`src/rtl/controlador_memoria_pkg.sv`:
```
// pacote_memoria: shared definitions for the data-memory load/store sequencer.
//   ADDR_W_PADRAO / DATA_W_PADRAO : default address and data widths (256 x 8 memory)
//   TAM_W                         : width of the burst length field (beats minus 1)
//   estado_mem_t                  : sequencer states OCIOSO / LEITURA / ESCRITA
package pacote_memoria;

  localparam int ADDR_W_PADRAO = 8;
  localparam int DATA_W_PADRAO = 8;
  localparam int TAM_W         = 2;

  typedef enum logic [1:0] {
    OCIOSO  = 2'd0,
    LEITURA = 2'd1,
    ESCRITA = 2'd2
  } estado_mem_t;

endpackage

```
`src/rtl/controlador_memoria_if.sv`:
```
// controlador_memoria_if: datapath request/response channel plus data-memory bus.
//   Request  : ReqValido, ReqPronto, ReqEscrita, ReqEndereco, ReqDado, ReqTamanho
//   Response : RespValido, RespDado, Ocupado
//   Memory   : Endereco, DadoEscritoMem, EscMem, LerMem, DadoLido
//   modport slave  : the controller's view
//   modport master : the environment's view (datapath + memory)
// Optional feature macro: MEM_CTRL_RAJADA_EN adds ReqTamanho (burst length - 1).
interface controlador_memoria_if
  import pacote_memoria::*;
#(
  parameter int ADDR_W = ADDR_W_PADRAO,
  parameter int DATA_W = DATA_W_PADRAO
);

  logic              ReqValido;
  logic              ReqPronto;
  logic              ReqEscrita;
  logic [ADDR_W-1:0] ReqEndereco;
  logic [DATA_W-1:0] ReqDado;
`ifdef MEM_CTRL_RAJADA_EN
  logic [TAM_W-1:0]  ReqTamanho;
`endif
  logic              RespValido;
  logic [DATA_W-1:0] RespDado;
  logic              Ocupado;
  logic [ADDR_W-1:0] Endereco;
  logic [DATA_W-1:0] DadoEscritoMem;
  logic              EscMem;
  logic              LerMem;
  logic [DATA_W-1:0] DadoLido;

  modport slave (
`ifdef MEM_CTRL_RAJADA_EN
    input  ReqTamanho,
`endif
    input  ReqValido, ReqEscrita, ReqEndereco, ReqDado, DadoLido,
    output ReqPronto, RespValido, RespDado, Ocupado,
    output Endereco, DadoEscritoMem, EscMem, LerMem
  );

  modport master (
`ifdef MEM_CTRL_RAJADA_EN
    output ReqTamanho,
`endif
    output ReqValido, ReqEscrita, ReqEndereco, ReqDado, DadoLido,
    input  ReqPronto, RespValido, RespDado, Ocupado,
    input  Endereco, DadoEscritoMem, EscMem, LerMem
  );

endinterface

```
`src/rtl/controlador_memoria_gerador_endereco.sv`:
```
// gerador_endereco: loadable memory address register with wrapping increment,
// plus the remaining-beats counter of the current transfer.
//   Clock, Reset     : clock, asynchronous active-high reset
//   carregar         : load endereco_inicial / tamanho (acceptance edge)
//   avancar          : step to the next beat (address + 1, counter - 1)
//   endereco_inicial : start address of the transfer
//   tamanho          : beats minus 1
//   endereco         : current memory address
//   ultimo           : current beat is the last one (counter == 0)
module gerador_endereco
  import pacote_memoria::*;
#(
  parameter int ADDR_W = ADDR_W_PADRAO
) (
  input  logic              Clock,
  input  logic              Reset,
  input  logic              carregar,
  input  logic              avancar,
  input  logic [ADDR_W-1:0] endereco_inicial,
  input  logic [TAM_W-1:0]  tamanho,
  output logic [ADDR_W-1:0] endereco,
  output logic              ultimo
);

  logic [ADDR_W-1:0] endereco_r;
  logic [TAM_W-1:0]  restantes_r;

  // Address and beat counter; the increment wraps naturally at 2^ADDR_W.
  always_ff @(posedge Clock or posedge Reset) begin
    if (Reset) begin
      endereco_r  <= {ADDR_W{1'b0}};
      restantes_r <= {TAM_W{1'b0}};
    end else if (carregar) begin
      endereco_r  <= endereco_inicial;
      restantes_r <= tamanho;
    end else if (avancar) begin
      endereco_r  <= endereco_r + {{(ADDR_W-1){1'b0}}, 1'b1};
      restantes_r <= restantes_r - {{(TAM_W-1){1'b0}}, 1'b1};
    end else begin
      endereco_r  <= endereco_r;
      restantes_r <= restantes_r;
    end
  end

  assign endereco = endereco_r;
  assign ultimo   = (restantes_r == {TAM_W{1'b0}});

endmodule

```
`src/rtl/controlador_memoria.sv`:
```
// controlador_memoria: single-initiator load/store sequencer for the data memory.
// Accepts one request at a time over ReqValido/ReqPronto, drives the memory bus
// (writes commit at posedge, reads sampled by the memory at negedge) and returns
// each loaded word as a one-cycle RespValido pulse.
//   Clock, Reset : clock, asynchronous active-high reset
//   bus          : controlador_memoria_if.slave (request, response, memory bus)
// Optional feature macro: MEM_CTRL_RAJADA_EN enables 1-4 beat bursts via ReqTamanho;
// when undefined every request is a single beat.
module controlador_memoria
  import pacote_memoria::*;
#(
  parameter int ADDR_W = ADDR_W_PADRAO,
  parameter int DATA_W = DATA_W_PADRAO
) (
  input  logic                  Clock,
  input  logic                  Reset,
  controlador_memoria_if.slave  bus
);

  estado_mem_t       estado_r, estado_nx_s;
  logic              esc_mem_r, esc_mem_nx_s;
  logic              ler_mem_r, ler_mem_nx_s;
  logic              resp_valido_r, resp_valido_nx_s;
  logic [DATA_W-1:0] resp_dado_r, resp_dado_nx_s;
  logic [DATA_W-1:0] dado_esc_r, dado_esc_nx_s;
  logic              carregar_s, avancar_s, ultimo_s;
  logic [TAM_W-1:0]  tamanho_s;
  logic [ADDR_W-1:0] endereco_s;

`ifdef MEM_CTRL_RAJADA_EN
  assign tamanho_s = bus.ReqTamanho;
`else
  assign tamanho_s = {TAM_W{1'b0}};
`endif

  gerador_endereco #(.ADDR_W(ADDR_W)) u_gerador (
    .Clock            (Clock),
    .Reset            (Reset),
    .carregar         (carregar_s),
    .avancar          (avancar_s),
    .endereco_inicial (bus.ReqEndereco),
    .tamanho          (tamanho_s),
    .endereco         (endereco_s),
    .ultimo           (ultimo_s)
  );

  // Next state and next values of the registered outputs.
  always_comb begin
    estado_nx_s      = estado_r;
    esc_mem_nx_s     = esc_mem_r;
    ler_mem_nx_s     = ler_mem_r;
    resp_valido_nx_s = 1'b0;
    resp_dado_nx_s   = resp_dado_r;
    dado_esc_nx_s    = dado_esc_r;
    carregar_s       = 1'b0;
    avancar_s        = 1'b0;
    case (estado_r)
      OCIOSO: begin
        if (bus.ReqValido) begin
          carregar_s    = 1'b1;
          dado_esc_nx_s = bus.ReqDado;
          if (bus.ReqEscrita) begin
            estado_nx_s  = ESCRITA;
            esc_mem_nx_s = 1'b1;
            ler_mem_nx_s = 1'b0;
          end else begin
            estado_nx_s  = LEITURA;
            esc_mem_nx_s = 1'b0;
            ler_mem_nx_s = 1'b1;
          end
        end else begin
          esc_mem_nx_s = 1'b0;
          ler_mem_nx_s = 1'b0;
        end
      end
      LEITURA: begin
        // The memory drove DadoLido at the preceding negedge; capture it now.
        resp_dado_nx_s   = bus.DadoLido;
        resp_valido_nx_s = 1'b1;
        if (ultimo_s) begin
          ler_mem_nx_s = 1'b0;
          estado_nx_s  = OCIOSO;
        end else begin
          avancar_s = 1'b1;
        end
      end
      ESCRITA: begin
        // The memory commits at this edge using the current address.
        if (ultimo_s) begin
          esc_mem_nx_s = 1'b0;
          estado_nx_s  = OCIOSO;
        end else begin
          avancar_s = 1'b1;
        end
      end
      default: begin
        estado_nx_s  = OCIOSO;
        esc_mem_nx_s = 1'b0;
        ler_mem_nx_s = 1'b0;
      end
    endcase
  end

  // State and output registers; reset drops the memory enables immediately.
  always_ff @(posedge Clock or posedge Reset) begin
    if (Reset) begin
      estado_r      <= OCIOSO;
      esc_mem_r     <= 1'b0;
      ler_mem_r     <= 1'b0;
      resp_valido_r <= 1'b0;
      resp_dado_r   <= {DATA_W{1'b0}};
      dado_esc_r    <= {DATA_W{1'b0}};
    end else begin
      estado_r      <= estado_nx_s;
      esc_mem_r     <= esc_mem_nx_s;
      ler_mem_r     <= ler_mem_nx_s;
      resp_valido_r <= resp_valido_nx_s;
      resp_dado_r   <= resp_dado_nx_s;
      dado_esc_r    <= dado_esc_nx_s;
    end
  end

  assign bus.ReqPronto      = (estado_r == OCIOSO);
  assign bus.Ocupado        = (estado_r != OCIOSO);
  assign bus.RespValido     = resp_valido_r;
  assign bus.RespDado       = resp_dado_r;
  assign bus.Endereco       = endereco_s;
  assign bus.DadoEscritoMem = dado_esc_r;
  assign bus.EscMem         = esc_mem_r;
  assign bus.LerMem         = ler_mem_r;

endmodule
```
`src/flat_wrapper.sv`:
```
// flat-port wrapper written by rule: the top's interface ports become plain ports
module controlador_memoria_flat import pacote_memoria::*;
#(
  parameter int ADDR_W = ADDR_W_PADRAO,
  parameter int DATA_W = DATA_W_PADRAO
)
  (Clock, Reset, bus_ReqValido, bus_ReqEscrita, bus_ReqEndereco, bus_ReqDado, bus_DadoLido, bus_ReqPronto, bus_RespValido, bus_RespDado, bus_Ocupado, bus_Endereco, bus_DadoEscritoMem, bus_EscMem, bus_LerMem);
  controlador_memoria_if #(.ADDR_W(ADDR_W), .DATA_W(DATA_W)) bus_i ();
  input  logic Clock;
  input  logic Reset;
  input wire logic [$bits(bus_i.ReqValido)-1:0] bus_ReqValido;
  input wire logic [$bits(bus_i.ReqEscrita)-1:0] bus_ReqEscrita;
  input wire logic [$bits(bus_i.ReqEndereco)-1:0] bus_ReqEndereco;
  input wire logic [$bits(bus_i.ReqDado)-1:0] bus_ReqDado;
  input wire logic [$bits(bus_i.DadoLido)-1:0] bus_DadoLido;
  output wire logic [$bits(bus_i.ReqPronto)-1:0] bus_ReqPronto;
  output wire logic [$bits(bus_i.RespValido)-1:0] bus_RespValido;
  output wire logic [$bits(bus_i.RespDado)-1:0] bus_RespDado;
  output wire logic [$bits(bus_i.Ocupado)-1:0] bus_Ocupado;
  output wire logic [$bits(bus_i.Endereco)-1:0] bus_Endereco;
  output wire logic [$bits(bus_i.DadoEscritoMem)-1:0] bus_DadoEscritoMem;
  output wire logic [$bits(bus_i.EscMem)-1:0] bus_EscMem;
  output wire logic [$bits(bus_i.LerMem)-1:0] bus_LerMem;
  assign bus_i.ReqValido = bus_ReqValido;
  assign bus_i.ReqEscrita = bus_ReqEscrita;
  assign bus_i.ReqEndereco = bus_ReqEndereco;
  assign bus_i.ReqDado = bus_ReqDado;
  assign bus_i.DadoLido = bus_DadoLido;
  assign bus_ReqPronto = bus_i.ReqPronto;
  assign bus_RespValido = bus_i.RespValido;
  assign bus_RespDado = bus_i.RespDado;
  assign bus_Ocupado = bus_i.Ocupado;
  assign bus_Endereco = bus_i.Endereco;
  assign bus_DadoEscritoMem = bus_i.DadoEscritoMem;
  assign bus_EscMem = bus_i.EscMem;
  assign bus_LerMem = bus_i.LerMem;
  controlador_memoria #(.ADDR_W(ADDR_W), .DATA_W(DATA_W)) u_core (.Clock(Clock), .Reset(Reset), .bus(bus_i));
endmodule
```
`config.mk`:
```
export PLATFORM = sky130hd
export DESIGN_NAME = controlador_memoria_flat
export DESIGN_NICKNAME = d
export VERILOG_FILES = /design/src/rtl/controlador_memoria_pkg.sv /design/src/rtl/controlador_memoria_if.sv /design/src/rtl/controlador_memoria_gerador_endereco.sv /design/src/rtl/controlador_memoria.sv /design/src/flat_wrapper.sv
export SDC_FILE = /design/constraint.sdc
export NUM_CORES = 1
export LEC_CHECK = 0
export CAP_MARGIN = 20
export CELL_PAD_IN_SITES_DETAIL_PLACEMENT = 1
export CELL_PAD_IN_SITES_GLOBAL_PLACEMENT = 1
export CORE_UTILIZATION = 25
export CTS_CLUSTER_DIAMETER = 200
export DETAILED_ROUTE_END_ITERATION = 8
export DONT_BUFFER_PORTS = 1
export PLACE_DENSITY_LB_ADDON = 0.1
export SLEW_MARGIN = 25
export SYNTH_ARGS = -nofsm -noshare
export SYNTH_HDL_FRONTEND = slang
export SYNTH_SLANG_ARGS = --single-unit
```
`constraint.sdc`:
```
create_clock -name Clock -period 2.3 [get_ports Clock]
set_clock_uncertainty 0.2 [all_clocks]
set_input_delay 0.575 -clock Clock [delete_from_list [all_inputs] [get_ports Clock]]
set_output_delay 0.575 -clock Clock [all_outputs]
set_load 0.03 [all_outputs]
```
Word level (Yosys, flattened, before mapping)
Index checks and enable logic that the tools add are counted.
- flip-flop bits (word level): 31
- input port bits: 28
- logic and storage cells: 47
- add/sub/neg operators: 2
- eq/ne operators: 6
- muxes and demuxes: 20
- bitwise operators: 2
- reduce and logical (&&, ||, !) cells: 9
- operators with widths (kind ; number):
    $mux 8 ; 2
    $mux 1 ; 10
    $mux 2 ; 5
    $add 8x1->8 const B ; 1
    $reduce_and 2->1 ; 4
    $ne 2x2->1 const B ; 3
    $pmux 1 s3 ; 2
    $logic_not 2->1 ; 2
    $pmux 2 s2 ; 1
    $reduce_bool 2->1 ; 2
    $eq 2x1->1 const B ; 1
    $eq 2x2->1 const B ; 1
    $ne 2x1->1 const B ; 1
    $not 1->1 ; 2
    $reduce_or 2->1 ; 1
    $sub 2x1->2 const B ; 1

Depth between registers and ports, before layout
Gate-level depths: netlist of run 1.
- depth after elaboration: 5
- gate-level depth with buffers: 7
- depth with buffers taken out: 5

Hierarchy
Synthesis of run 1 repeated with hierarchy kept, for this count alone.
- cells, all modules: 125
- area, all modules: 1475.2 sq um
- by module, submodules not included (module ; times used ; cells an instance ; area an instance (sq um) ; sequential area each (sq um)):
    controlador_memoria ; 1 ; 63 ; 910.9 ; 525.5
    gerador_endereco ; 1 ; 62 ; 564.3 ; 250.2

Worst setup path after synthesis of run 1
OpenSTA, ideal clock, no wires.
- path type: flip-flop to flip-flop
- from: register u_core.estado_r[0]
- to: register u_core.u_gerador.endereco_r[7], in the netlist u_core.u_gerador.endereco[7]
- arrival time: 1.656 ns
- data required time: 2.029 ns
- path slack: 0.373 ns
- stages on the path, launching flop included: 7
- path buffers: 1
- period minus slack after synthesis: 1.927 ns
- cells stage by stage: dfrtp_1 -> inv_1 -> ha_1 -> and2_1 -> buf_6 -> or4_1 -> nand4_1
- elaborated cells between the ends (all ways): 8
- those cells by class: 2 x eq/ne; 3 x mux; 3 x reduce/logical
- RTL lines (what ; RTL line ; RTL):
    start, declared ; controlador_memoria.sv:20 ; estado_mem_t estado_r, estado_nx_s;
    start signal, assigned ; controlador_memoria.sv:114 ; estado_r <= estado_nx_s;
    $logic_not 2->1 (*) ; - ;
    via bus_ReqPronto ; flat_wrapper.sv:16 ; output wire logic [$bits(bus_i.ReqPronto)-1:0] bus_ReqPronto;
    $mux 1 (*) ; controlador_memoria.sv:57 ; case (estado_r)
    $mux 8 / $reduce_bool 2->1 (equally long branches) ; - ;
    end signal, assigned ; controlador_memoria_gerador_endereco.sv:31 ; endereco_r <= {ADDR_W{1'b0}};
    end signal, assigned ; controlador_memoria_gerador_endereco.sv:34 ; endereco_r <= endereco_inicial;
    end signal, assigned ; controlador_memoria_gerador_endereco.sv:37 ; endereco_r <= endereco_r + {{(ADDR_W-1){1'b0}}, 1'b1};
    end, declared ; controlador_memoria_gerador_endereco.sv:25 ; logic [ADDR_W-1:0] endereco_r;
Mark *: on every way through the listed nets, which the timed path passes. The rest lies on a longest branch.
A chain may end at the register's enable or synchronous reset.

Worst setup path in the final report of run 1
- from: register u_core.estado_r[0]
- to: output port bus_Ocupado
- word-level cells in the longest chain between the ends: 1
- ends and longest elaborated chain (what ; RTL line ; RTL):
    $reduce_bool 2->1 ; controlador_memoria.sv:124 ; assign bus.Ocupado = (estado_r != OCIOSO);
    end, declared ; flat_wrapper.sv:19 ; output wire logic [$bits(bus_i.Ocupado)-1:0] bus_Ocupado;
No other way between the ends.

==> flow_summary.html, run 1 <==
<table>
<tr><th>Metric</th><th>Value</th></tr>
<tr><th colspan="2">Logic synthesis</th></tr>
<tr><td>Adder-cell share of the synthesized area</td><td>0.0445</td></tr>
<tr><td>Number of register bits inferred by synthesis</td><td>31</td></tr>
<tr><td>Yosys warning total</td><td>0</td></tr>
<tr><td>Distinct cells, synth</td><td>29</td></tr>
<tr><td>Synthesized Nets</td><td>170</td></tr>
<tr><td>Mapped Avg Cell Area</td><td>10.3 µm²</td></tr>
<tr><td>Share of the synthesized area in compound gates (AO/OA/AOI/OAI)</td><td>0.0854</td></tr>
<tr><td>Async SR Flop Fraction</td><td>1.00</td></tr>
<tr><td>Post-synthesis mux area share</td><td>0.0792</td></tr>
<tr><td>Post-synthesis instance area</td><td>1410 µm²</td></tr>
<tr><td>Post-synthesis share of cell area spent on and, or, nand and nor gates</td><td>0.180</td></tr>
<tr><td>Largest family of logic cells by synthesized area</td><td>simple AND/OR/NAND/NOR gates</td></tr>
<tr><td>Share of synthesized area occupied by flip-flops and latches</td><td>0.552</td></tr>
<tr><td>Number of standard cells after synthesis</td><td>137</td></tr>
<tr><td>Most used flip-flop cell after synthesis</td><td>sky130_fd_sc_hd__dfrtp_1</td></tr>
<tr><td>Number of synthesized flops with an enable pin</td><td>0</td></tr>
<tr><td>XOR/XNOR share of the synthesized area</td><td>0.0187</td></tr>
<tr><th colspan="2">Clock tree</th></tr>
<tr><td>Clock-pin slew on the worst setup and hold paths</td><td>70 ps</td></tr>
<tr><td>CTS tree</td><td>yes</td></tr>
<tr><td>Number of buffers added to fix hold violations after cts</td><td>0</td></tr>
<tr><td>Maximum clock path buffer count</td><td>2</td></tr>
<tr><td>Worst skew pair latency</td><td>290 ps</td></tr>
<tr><td>Resize count post-CTS</td><td>0</td></tr>
<tr><td>Post-CTS setup buffer count</td><td>0</td></tr>
<tr><td>Sinks on the clock net</td><td>31</td></tr>
<tr><td>Level count of the clock H-tree</td><td>2</td></tr>
<tr><td>Number of buffers inserted during clock tree synthesis</td><td>5</td></tr>
<tr><td>Root buffer cell</td><td>sky130_fd_sc_hd__clkbuf_8</td></tr>
<tr><th colspan="2">STA</th></tr>
<tr><td>Setup violation total in the final timing report</td><td>0</td></tr>
<tr><td>Least-Margin Pin Slew</td><td>461 ps</td></tr>
<tr><td>Final number of max-transition violations</td><td>0</td></tr>
<tr><td>Period Utilization, post-route</td><td>0.952</td></tr>
<tr><td>Worst hold slack</td><td>59.0 ps</td></tr>
<tr><td>Total negative setup slack</td><td>0 ps</td></tr>
<tr><td>Max Clock Freq</td><td>457 MHz</td></tr>
<tr><td>Number of hold violations in the final report</td><td>0</td></tr>
<tr><td>Final worst setup slack</td><td>110 ps</td></tr>
<tr><td>Remaining max-slew budget at the tightest pin</td><td>0.692</td></tr>
<tr><td>Unrepaired setup endpoints after global routing</td><td>no</td></tr>
<tr><td>Minimum clock period after layout</td><td>2190 ps</td></tr>
<tr><th colspan="2">Finish</th></tr>
<tr><td>Fill count</td><td>631</td></tr>
<tr><td>Most common cell after layout, fill and taps aside</td><td>sky130_fd_sc_hd__nand2_1</td></tr>
<tr><td>Leading cell types in the layout, fill and taps excluded</td><td>sky130_fd_sc_hd__nand2_1, sky130_fd_sc_hd__dfrtp_1, sky130_fd_sc_hd__o21ai_0, sky130_fd_sc_hd__inv_1, sky130_fd_sc_hd__mux2_2</td></tr>
<tr><td>Area added between synthesis and finish</td><td>15.5%</td></tr>
<tr><td>Share of final-layout standard cells stronger than drive strength 1</td><td>0.151</td></tr>
<tr><td>Nets</td><td>178</td></tr>
<tr><td>Count of inserted antenna diode cells</td><td>0</td></tr>
<tr><th colspan="2">Power and ir drop</th></tr>
<tr><td>Power density over the cells</td><td>1770 nW/µm²</td></tr>
<tr><td>Part of the power in combinational logic</td><td>0.300</td></tr>
<tr><td>Net switching component of the power</td><td>0.00138 W</td></tr>
<tr><td>Sequential fraction of design power</td><td>0.513</td></tr>
<tr><td>Leakage Power</td><td>0.717 nW</td></tr>
<tr><td>Worst VDD drop</td><td>611 µV</td></tr>
<tr><td>Internal power contribution</td><td>0.00149 W</td></tr>
<tr><td>Fraction of power spent switching nets</td><td>0.480</td></tr>
<tr><td>Power share of the clock group</td><td>0.187</td></tr>
<tr><th colspan="2">Place</th></tr>
<tr><td>Detailed Place HPWL</td><td>2490 µm</td></tr>
<tr><td>Worst setup timing slack at the placement stage</td><td>391 ps</td></tr>
<tr><td>Number of port buffers</td><td>0</td></tr>
<tr><td>Final weighted congestion in routability-driven placement</td><td>0.708</td></tr>
<tr><th colspan="2">Floorplan</th></tr>
<tr><td>Number of standard-cell rows in the floorplan</td><td>26</td></tr>
<tr><td>Initial core utilization</td><td>0.267</td></tr>
<tr><td>Total I/O pin count</td><td>57</td></tr>
<tr><td>Die Span Y</td><td>77 µm</td></tr>
<tr><td>Floorplan Core Area</td><td>5270 µm²</td></tr>
<tr><td>Horizontal die dimension</td><td>77 µm</td></tr>
<tr><td>Overall die area</td><td>5930 µm²</td></tr>
<tr><th colspan="2">Critical path</th></tr>
<tr><td>Number of cells traversed by the worst register-to-register path</td><td>5</td></tr>
<tr><td>Nature of the critical path startpoint</td><td>flip-flop</td></tr>
<tr><td>Standard cell with the maximum stage delay on the critical path</td><td>sky130_fd_sc_hd__dfrtp_1</td></tr>
<tr><td>Required time worst endpoint</td><td>1520 ps</td></tr>
<tr><td>Maximum fanout along the worst path</td><td>5</td></tr>
<tr><td>Cell occurring most often along the worst timing path</td><td>sky130_fd_sc_hd__inv_1</td></tr>
<tr><td>Endpoint arrival time on the critical path</td><td>1420 ps</td></tr>
<tr><td>Maximum single-stage delay on the critical path</td><td>370 ps</td></tr>
<tr><td>Endpoint kind of the worst setup timing path</td><td>primary output</td></tr>
<tr><td>Critical setup path kind</td><td>reg -&gt; out</td></tr>
<tr><td>Cell breakdown of the critical path</td><td>inv_1, ha_1, buf_4, inv_1</td></tr>
<tr><td>R2R setup slack</td><td>350 ps</td></tr>
<tr><td>Worst r2r dst</td><td>u_core.u_gerador.endereco[7]</td></tr>
<tr><td>Startpoint of the most critical register-to-register path</td><td>u_core.estado_r[0]</td></tr>
<tr><th colspan="2">Global routing</th></tr>
<tr><td>First-pass GRT wire length</td><td>5440 µm</td></tr>
<tr><td>Global router's overall resource usage</td><td>0.123</td></tr>
<tr><td>Maximum number of pins on one net before global-route repair</td><td>32</td></tr>
<tr><td>Total congestion overflow</td><td>0</td></tr>
<tr><td>Number of antenna violations at the first check in global routing</td><td>0</td></tr>
<tr><td>Number of global-route vias before repair</td><td>1090</td></tr>
<tr><th colspan="2">Detailed routing</th></tr>
<tr><td>Routed vias/inst</td><td>4.71</td></tr>
<tr><td>Post-Route WL</td><td>3370 µm</td></tr>
<tr><td>Mean routed wirelength per cell</td><td>15.6 µm</td></tr>
<tr><td>Count of antenna-violating nets left after detailed routing</td><td>0</td></tr>
<tr><td>Residual DRC</td><td>0</td></tr>
<tr><td>Number of iterations in the first detailed-routing pass</td><td>2</td></tr>
<tr><td>Via count</td><td>1018</td></tr>
<tr><td>1st-iter DRT viols</td><td>25</td></tr>
<tr><th colspan="2">Flow run</th></tr>
<tr><td>Maxcap violations</td><td>0</td></tr>
<tr><th colspan="2">Outcome</th></tr>
<tr><td>Status</td><td>complete, no violations</td></tr>
<tr><th colspan="2">Worst hold path</th></tr>
<tr><td>Tightest Hold Check Type</td><td>in -&gt; async</td></tr>
</table>
-- registers in the layout, summed over array words and instances, names as in the netlist --
register,cells
u_core.bus.DadoEscritoMem,8
u_core.bus.RespDado,8
u_core.u_gerador.endereco,8
u_core.estado_r,2
u_core.u_gerador.restantes_r,2
u_core.bus.EscMem,1
u_core.bus.LerMem,1
u_core.bus.RespValido,1
-- power by group through the flow --
| stage | Sequential, W | Combinational, W | Clock (W) |
|---|---|---|---|
| floorplan | 0.00143 | 0.000668 | 0 |
| global placement | 0.00148 | 0.000846 | 0 |
| detailed placement | 0.00149 | 0.000885 | 0 |
| CTS | 0.00148 | 0.000885 | 0.000557 |
| global route | 0.00151 | 0.000976 | 0.000581 |
| finish | 0.00147 | 0.000861 | 0.000538 |
-- cells by family (layout without fill, tap and decap cells) --
family / after synthesis / count (layout)
adder cells (fa/ha/maj): 5 / 5
multiplexers: 10 / 10
flip-flops: 31 / 31
buffers and inverters: 13 / 22
XOR/XNOR: 3 / 3
AND/OR/NAND/NOR: 55 / 55
AO/OA/AOI/OAI: 20 / 20
-- per-stage QoR --
step	total power, W	util	instance area [µm²]	cells
global placement	0.00232	0.287	1510	208
finish	0.00287	0.308	1620	216
global route	0.00307	0.308	1620	216
CTS	0.00292	0.308	1620	216
detailed placement	0.00237	0.287	1510	208
floorplan	0.00210	-	1410	137
-- how the worst max path moves through the flow --
stage / startpoint / endpoint / cells past startpoint
5_1_grt: u_core.estado_r[0] / bus_Ocupado / 4
2_1_floorplan: u_core.estado_r[0] / u_core.u_gerador.endereco[7] / 6
3_3_place_gp: u_core.estado_r[0] / u_core.u_gerador.endereco[7] / 5
6_report: u_core.estado_r[0] / bus_Ocupado / 4
3_5_place_dp: u_core.estado_r[0] / u_core.u_gerador.endereco[7] / 5
4_1_cts: u_core.estado_r[0] / bus_Ocupado / 4
-- cell usage after synthesis (2+ instances only) --
master | count | share of area
sky130_fd_sc_hd__nand2_1 | 32 | 0.085
sky130_fd_sc_hd__dfrtp_1 | 31 | 0.55
sky130_fd_sc_hd__o21ai_0 | 9 | 0.032
sky130_fd_sc_hd__inv_1 | 8 | 0.021
sky130_fd_sc_hd__mux2_2 | 8 | 0.064
sky130_fd_sc_hd__nor2_1 | 6 | 0.016
sky130_fd_sc_hd__ha_1 | 5 | 0.044
sky130_fd_sc_hd__a31oi_1 | 4 | 0.018
sky130_fd_sc_hd__or3_1 | 4 | 0.018
sky130_fd_sc_hd__clkbuf_1 | 3 | 0.0080
sky130_fd_sc_hd__nor2b_1 | 3 | 0.013
sky130_fd_sc_hd__xnor2_1 | 3 | 0.019
sky130_fd_sc_hd__nand3_1 | 2 | 0.0071
sky130_fd_sc_hd__nand3b_1 | 2 | 0.011
sky130_fd_sc_hd__nand4_1 | 2 | 0.0089
sky130_fd_sc_hd__o22ai_1 | 2 | 0.0089
-- critical path: cells and delay by family, from the launching register on --
kind       cells  cell delay (ps)
flops          1              370
buf+inv        3              490
fa+ha+maj      1              260
-- cell type report --
class / instances / area [µm²] / share of cell area
clock buffers: 5 / 68.8 / 0.0424
clock inverters: 3 / 43.8 / 0.0270
inverters: 8 / 30.0 / 0.0185
multi-input cells: 93 / 573 / 0.353
flip-flops and latches: 31 / 776 / 0.478
well taps: 70 / 87.6 / 0.0539
repair buffers: 6 / 45.0 / 0.0277
-- routing by layer --
metal / wire length (µm) / global-route usage / share of wire / up-vias
met3: 226 / 0.0536 / 0.067 / 6
met5: 0 / 0 / 0 / -
met1: 1390 / 0.142 / 0.41 / 497
met2: 1690 / 0.197 / 0.50 / 40
met4: 63 / 0.0566 / 0.019 / 0
li1: - / - / - / 475
(Power assumes the default switching activity.)
==> run 2: changes to the inputs <==
--- a/config.mk
+++ b/config.mk
@@ -12,6 +12,7 @@
 export CTS_CLUSTER_DIAMETER = 200
 export DETAILED_ROUTE_END_ITERATION = 8
 export DONT_BUFFER_PORTS = 1
+export HOLD_SLACK_MARGIN = 0.1
 export PLACE_DENSITY_LB_ADDON = 0.1
 export SLEW_MARGIN = 25
 export SYNTH_ARGS = -nofsm -noshare
==> flow_summary.html, run 2 (synthesis gave the netlist of run 1 again) <==
<table>
<tr><th>Metric</th><th>Value</th></tr>
<tr><th colspan="2">Outcome</th></tr>
<tr><td>Status</td><td>complete, no violations</td></tr>
<tr><th colspan="2">Global routing</th></tr>
<tr><td>Global router's overall resource usage</td><td>0.123 (unchanged)</td></tr>
<tr><td>Met1 layer usage reported by global route</td><td>0.142 (unchanged)</td></tr>
<tr><td>Number of global-route vias before repair</td><td>1090 (unchanged)</td></tr>
<tr><td>Maximum number of pins on one net before global-route repair</td><td>32 (unchanged)</td></tr>
<tr><td>Number of antenna violations at the first check in global routing</td><td>0 (unchanged)</td></tr>
<tr><td>Total congestion overflow</td><td>0 (unchanged)</td></tr>
<tr><td>Grt met3 use</td><td>0.0536 (unchanged)</td></tr>
<tr><td>Most heavily used metal layer in global routing</td><td>met2</td></tr>
<tr><td>First-pass GRT wire length</td><td>5440 µm (unchanged)</td></tr>
<tr><td>GRT met2 Usage</td><td>0.197 (unchanged)</td></tr>
<tr><th colspan="2">Critical path</th></tr>
<tr><td>Nature of the critical path startpoint</td><td>flip-flop</td></tr>
<tr><td>Critical setup path kind</td><td>reg -&gt; out</td></tr>
<tr><td>Maximum fanout along the worst path</td><td>5 (unchanged)</td></tr>
<tr><td>Maximum single-stage delay on the critical path</td><td>370 ps (about the same)</td></tr>
<tr><td>Endpoint arrival time on the critical path</td><td>1420 ps (about the same)</td></tr>
<tr><td>Combined buffer and inverter count along the critical path</td><td>3 (unchanged)</td></tr>
<tr><td>Endpoint kind of the worst setup timing path</td><td>primary output</td></tr>
<tr><td>Standard cell with the maximum stage delay on the critical path</td><td>sky130_fd_sc_hd__dfrtp_1</td></tr>
<tr><td>Required time worst endpoint</td><td>1520 ps (about the same)</td></tr>
<tr><td>Cell breakdown of the critical path</td><td>inv_1, ha_1, buf_4, inv_1</td></tr>
<tr><td>Cell occurring most often along the worst timing path</td><td>sky130_fd_sc_hd__inv_1</td></tr>
<tr><td>Dominant delay contributor by cell family on the critical path</td><td>buffers and inverters</td></tr>
<tr><th colspan="2">Floorplan</th></tr>
<tr><td>Floorplan Core Area</td><td>5270 µm² (unchanged)</td></tr>
<tr><td>Overall die area</td><td>5930 µm² (unchanged)</td></tr>
<tr><td>Total I/O pin count</td><td>57 (unchanged)</td></tr>
<tr><td>Initial core utilization</td><td>0.267 (unchanged)</td></tr>
<tr><td>Number of standard-cell rows in the floorplan</td><td>26 (unchanged)</td></tr>
<tr><td>Horizontal die dimension</td><td>77 µm (unchanged)</td></tr>
<tr><td>Die Span Y</td><td>77 µm (unchanged)</td></tr>
<tr><th colspan="2">STA</th></tr>
<tr><td>Number of hold violations in the final report</td><td>0 (unchanged)</td></tr>
<tr><td>Max Clock Freq</td><td>456 MHz (about the same)</td></tr>
<tr><td>Period Utilization, post-route</td><td>0.952 (about the same)</td></tr>
<tr><td>Total negative setup slack</td><td>0 ps (unchanged)</td></tr>
<tr><td>Final number of max-transition violations</td><td>0 (unchanged)</td></tr>
<tr><td>Minimum clock period after layout</td><td>2190 ps (+0.403 ps)</td></tr>
<tr><td>Setup violation total in the final timing report</td><td>0 (unchanged)</td></tr>
<tr><td>Least-Margin Pin Slew</td><td>461 ps (-0.00155 ps)</td></tr>
<tr><td>Unrepaired setup endpoints after global routing</td><td>no</td></tr>
<tr><td>Remaining max-slew budget at the tightest pin</td><td>0.692 (about the same)</td></tr>
<tr><th colspan="2">Flow run</th></tr>
<tr><td>Maxcap violations</td><td>0 (unchanged)</td></tr>
<tr><th colspan="2">Clock tree</th></tr>
<tr><td>Maximum clock path buffer count</td><td>2 (unchanged)</td></tr>
<tr><td>CTS tree</td><td>yes</td></tr>
<tr><td>Worst skew pair latency</td><td>290 ps (about the same)</td></tr>
<tr><td>Clock-pin slew on the worst setup and hold paths</td><td>70 ps (about the same)</td></tr>
<tr><td>Number of buffers inserted during clock tree synthesis</td><td>5 (unchanged)</td></tr>
<tr><td>Post-CTS setup buffer count</td><td>0 (unchanged)</td></tr>
<tr><td>Root buffer cell</td><td>sky130_fd_sc_hd__clkbuf_8</td></tr>
<tr><td>Sinks on the clock net</td><td>31 (unchanged)</td></tr>
<tr><td>Level count of the clock H-tree</td><td>2 (unchanged)</td></tr>
<tr><th colspan="2">Power and ir drop</th></tr>
<tr><td>Worst VDD drop</td><td>611 µV (about the same)</td></tr>
<tr><td>Post-route total power</td><td>0.00287 W (about the same)</td></tr>
<tr><td>Leakage Power</td><td>0.721 nW (+0.58%)</td></tr>
<tr><td>Power density over the cells</td><td>1760 nW/µm² (-0.59%)</td></tr>
<tr><th colspan="2">Detailed routing</th></tr>
<tr><td>Routed vias/inst</td><td>4.69 (-0.46%)</td></tr>
<tr><td>1st-iter DRT viols</td><td>25 (unchanged)</td></tr>
<tr><td>Count of antenna-violating nets left after detailed routing</td><td>0 (unchanged)</td></tr>
<tr><td>Post-Route WL</td><td>3380 µm (+0.18%)</td></tr>
<tr><td>Number of iterations in the first detailed-routing pass</td><td>2 (unchanged)</td></tr>
<tr><td>Residual DRC</td><td>0 (unchanged)</td></tr>
<tr><td>Mean routed wirelength per cell</td><td>15.6 µm (-0.28%)</td></tr>
<tr><td>Via count</td><td>1018 (unchanged)</td></tr>
<tr><th colspan="2">Finish</th></tr>
<tr><td>Area of the multi-input gates</td><td>573 µm² (unchanged)</td></tr>
<tr><td>Share of final-layout standard cells stronger than drive strength 1</td><td>0.150 (-0.00103)</td></tr>
<tr><td>Most common cell after layout, fill and taps aside</td><td>sky130_fd_sc_hd__nand2_1</td></tr>
<tr><td>Leading cell types in the layout, fill and taps excluded</td><td>sky130_fd_sc_hd__nand2_1, sky130_fd_sc_hd__dfrtp_1, sky130_fd_sc_hd__o21ai_0, sky130_fd_sc_hd__inv_1, sky130_fd_sc_hd__mux2_2</td></tr>
<tr><td>Area of all sequential standard cells</td><td>776 µm² (unchanged)</td></tr>
<tr><td>Fill count</td><td>630 (-0.16%)</td></tr>
<tr><td>Nets</td><td>179 (+0.56%)</td></tr>
<tr><td>Area added between synthesis and finish</td><td>16.2%</td></tr>
<tr><td>Count of inserted antenna diode cells</td><td>0 (unchanged)</td></tr>
<tr><th colspan="2">Worst hold path</th></tr>
<tr><td>Tightest Hold Check Type</td><td>in -&gt; reg</td></tr>
<tr><th colspan="2">Place</th></tr>
<tr><td>Final weighted congestion in routability-driven placement</td><td>0.708 (unchanged)</td></tr>
<tr><td>Number of port buffers</td><td>0 (unchanged)</td></tr>
<tr><td>Detailed Place HPWL</td><td>2490 µm (unchanged)</td></tr>
</table>
==> run 2: per-stage QoR <==
| stage | setup slack, ps | util | std cells | hold slack [ps] | cell area [µm²] |
|---|---|---|---|---|---|
| finish | 109 | 0.310 | 217 | 182 | 1630 |
| global route | 52.3 | 0.310 | 217 | 180 | 1630 |
| CTS | 110 | 0.310 | 217 | 183 | 1630 |
| detailed placement | 391 | 0.287 | 208 | 337 | 1510 |
| global placement | 451 | 0.287 | 208 | 319 | 1510 |
| floorplan | 373 | - | 137 | 303 | 1410 |
==> run 2: path summary, 6_finish.rpt <==
check	slack, ps	startpoint	to	depth (start not counted)
max	110	u_core.estado_r[0]	bus_Ocupado	4
min	180	bus_ReqEscrita	u_core.bus.LerMem	1
min reg2reg	360	u_core.estado_r[0]	u_core.estado_r[0]	1
max in group asynchronous	990	Reset	u_core.u_gerador.endereco[7]	3
max reg2reg	350	u_core.estado_r[0]	u_core.u_gerador.endereco[7]	5
min in group asynchronous	620	Reset	u_core.u_gerador.restantes_r[0]	3
==> run 2: routing by layer <==
layer,routed length (µm),up-vias
li1,-,477
met1,1400,495
met2,1690,40
met3,227,6
met4,63,0
met5,0,-
==> run 2: area by class of cell <==
class | instances | area share
Clock buffer | 5 | 0.0421
Clock inverter | 3 | 0.0268
Inverter | 8 | 0.0184
Multi-Input combinational cell | 93 | 0.351
Sequential cell | 31 | 0.475
Tap cell | 70 | 0.0536
Timing Repair Buffer | 7 | 0.0337
==> run 2: power breakdown <==
group,internal (W),leakage [nW],switching (W)
clock,0.000322,0.0581,0.000216
combinational,0.000372,0.286,0.000489
sequential,0.000800,0.377,0.000674
==> run 2: timing repair <==
| action | CTS | global route |
|---|---|---|
| hold buffers | 1 | 0 |
| resized for setup | 0 | 0 |
| endpoints found under the hold margin | 31 | 0 |
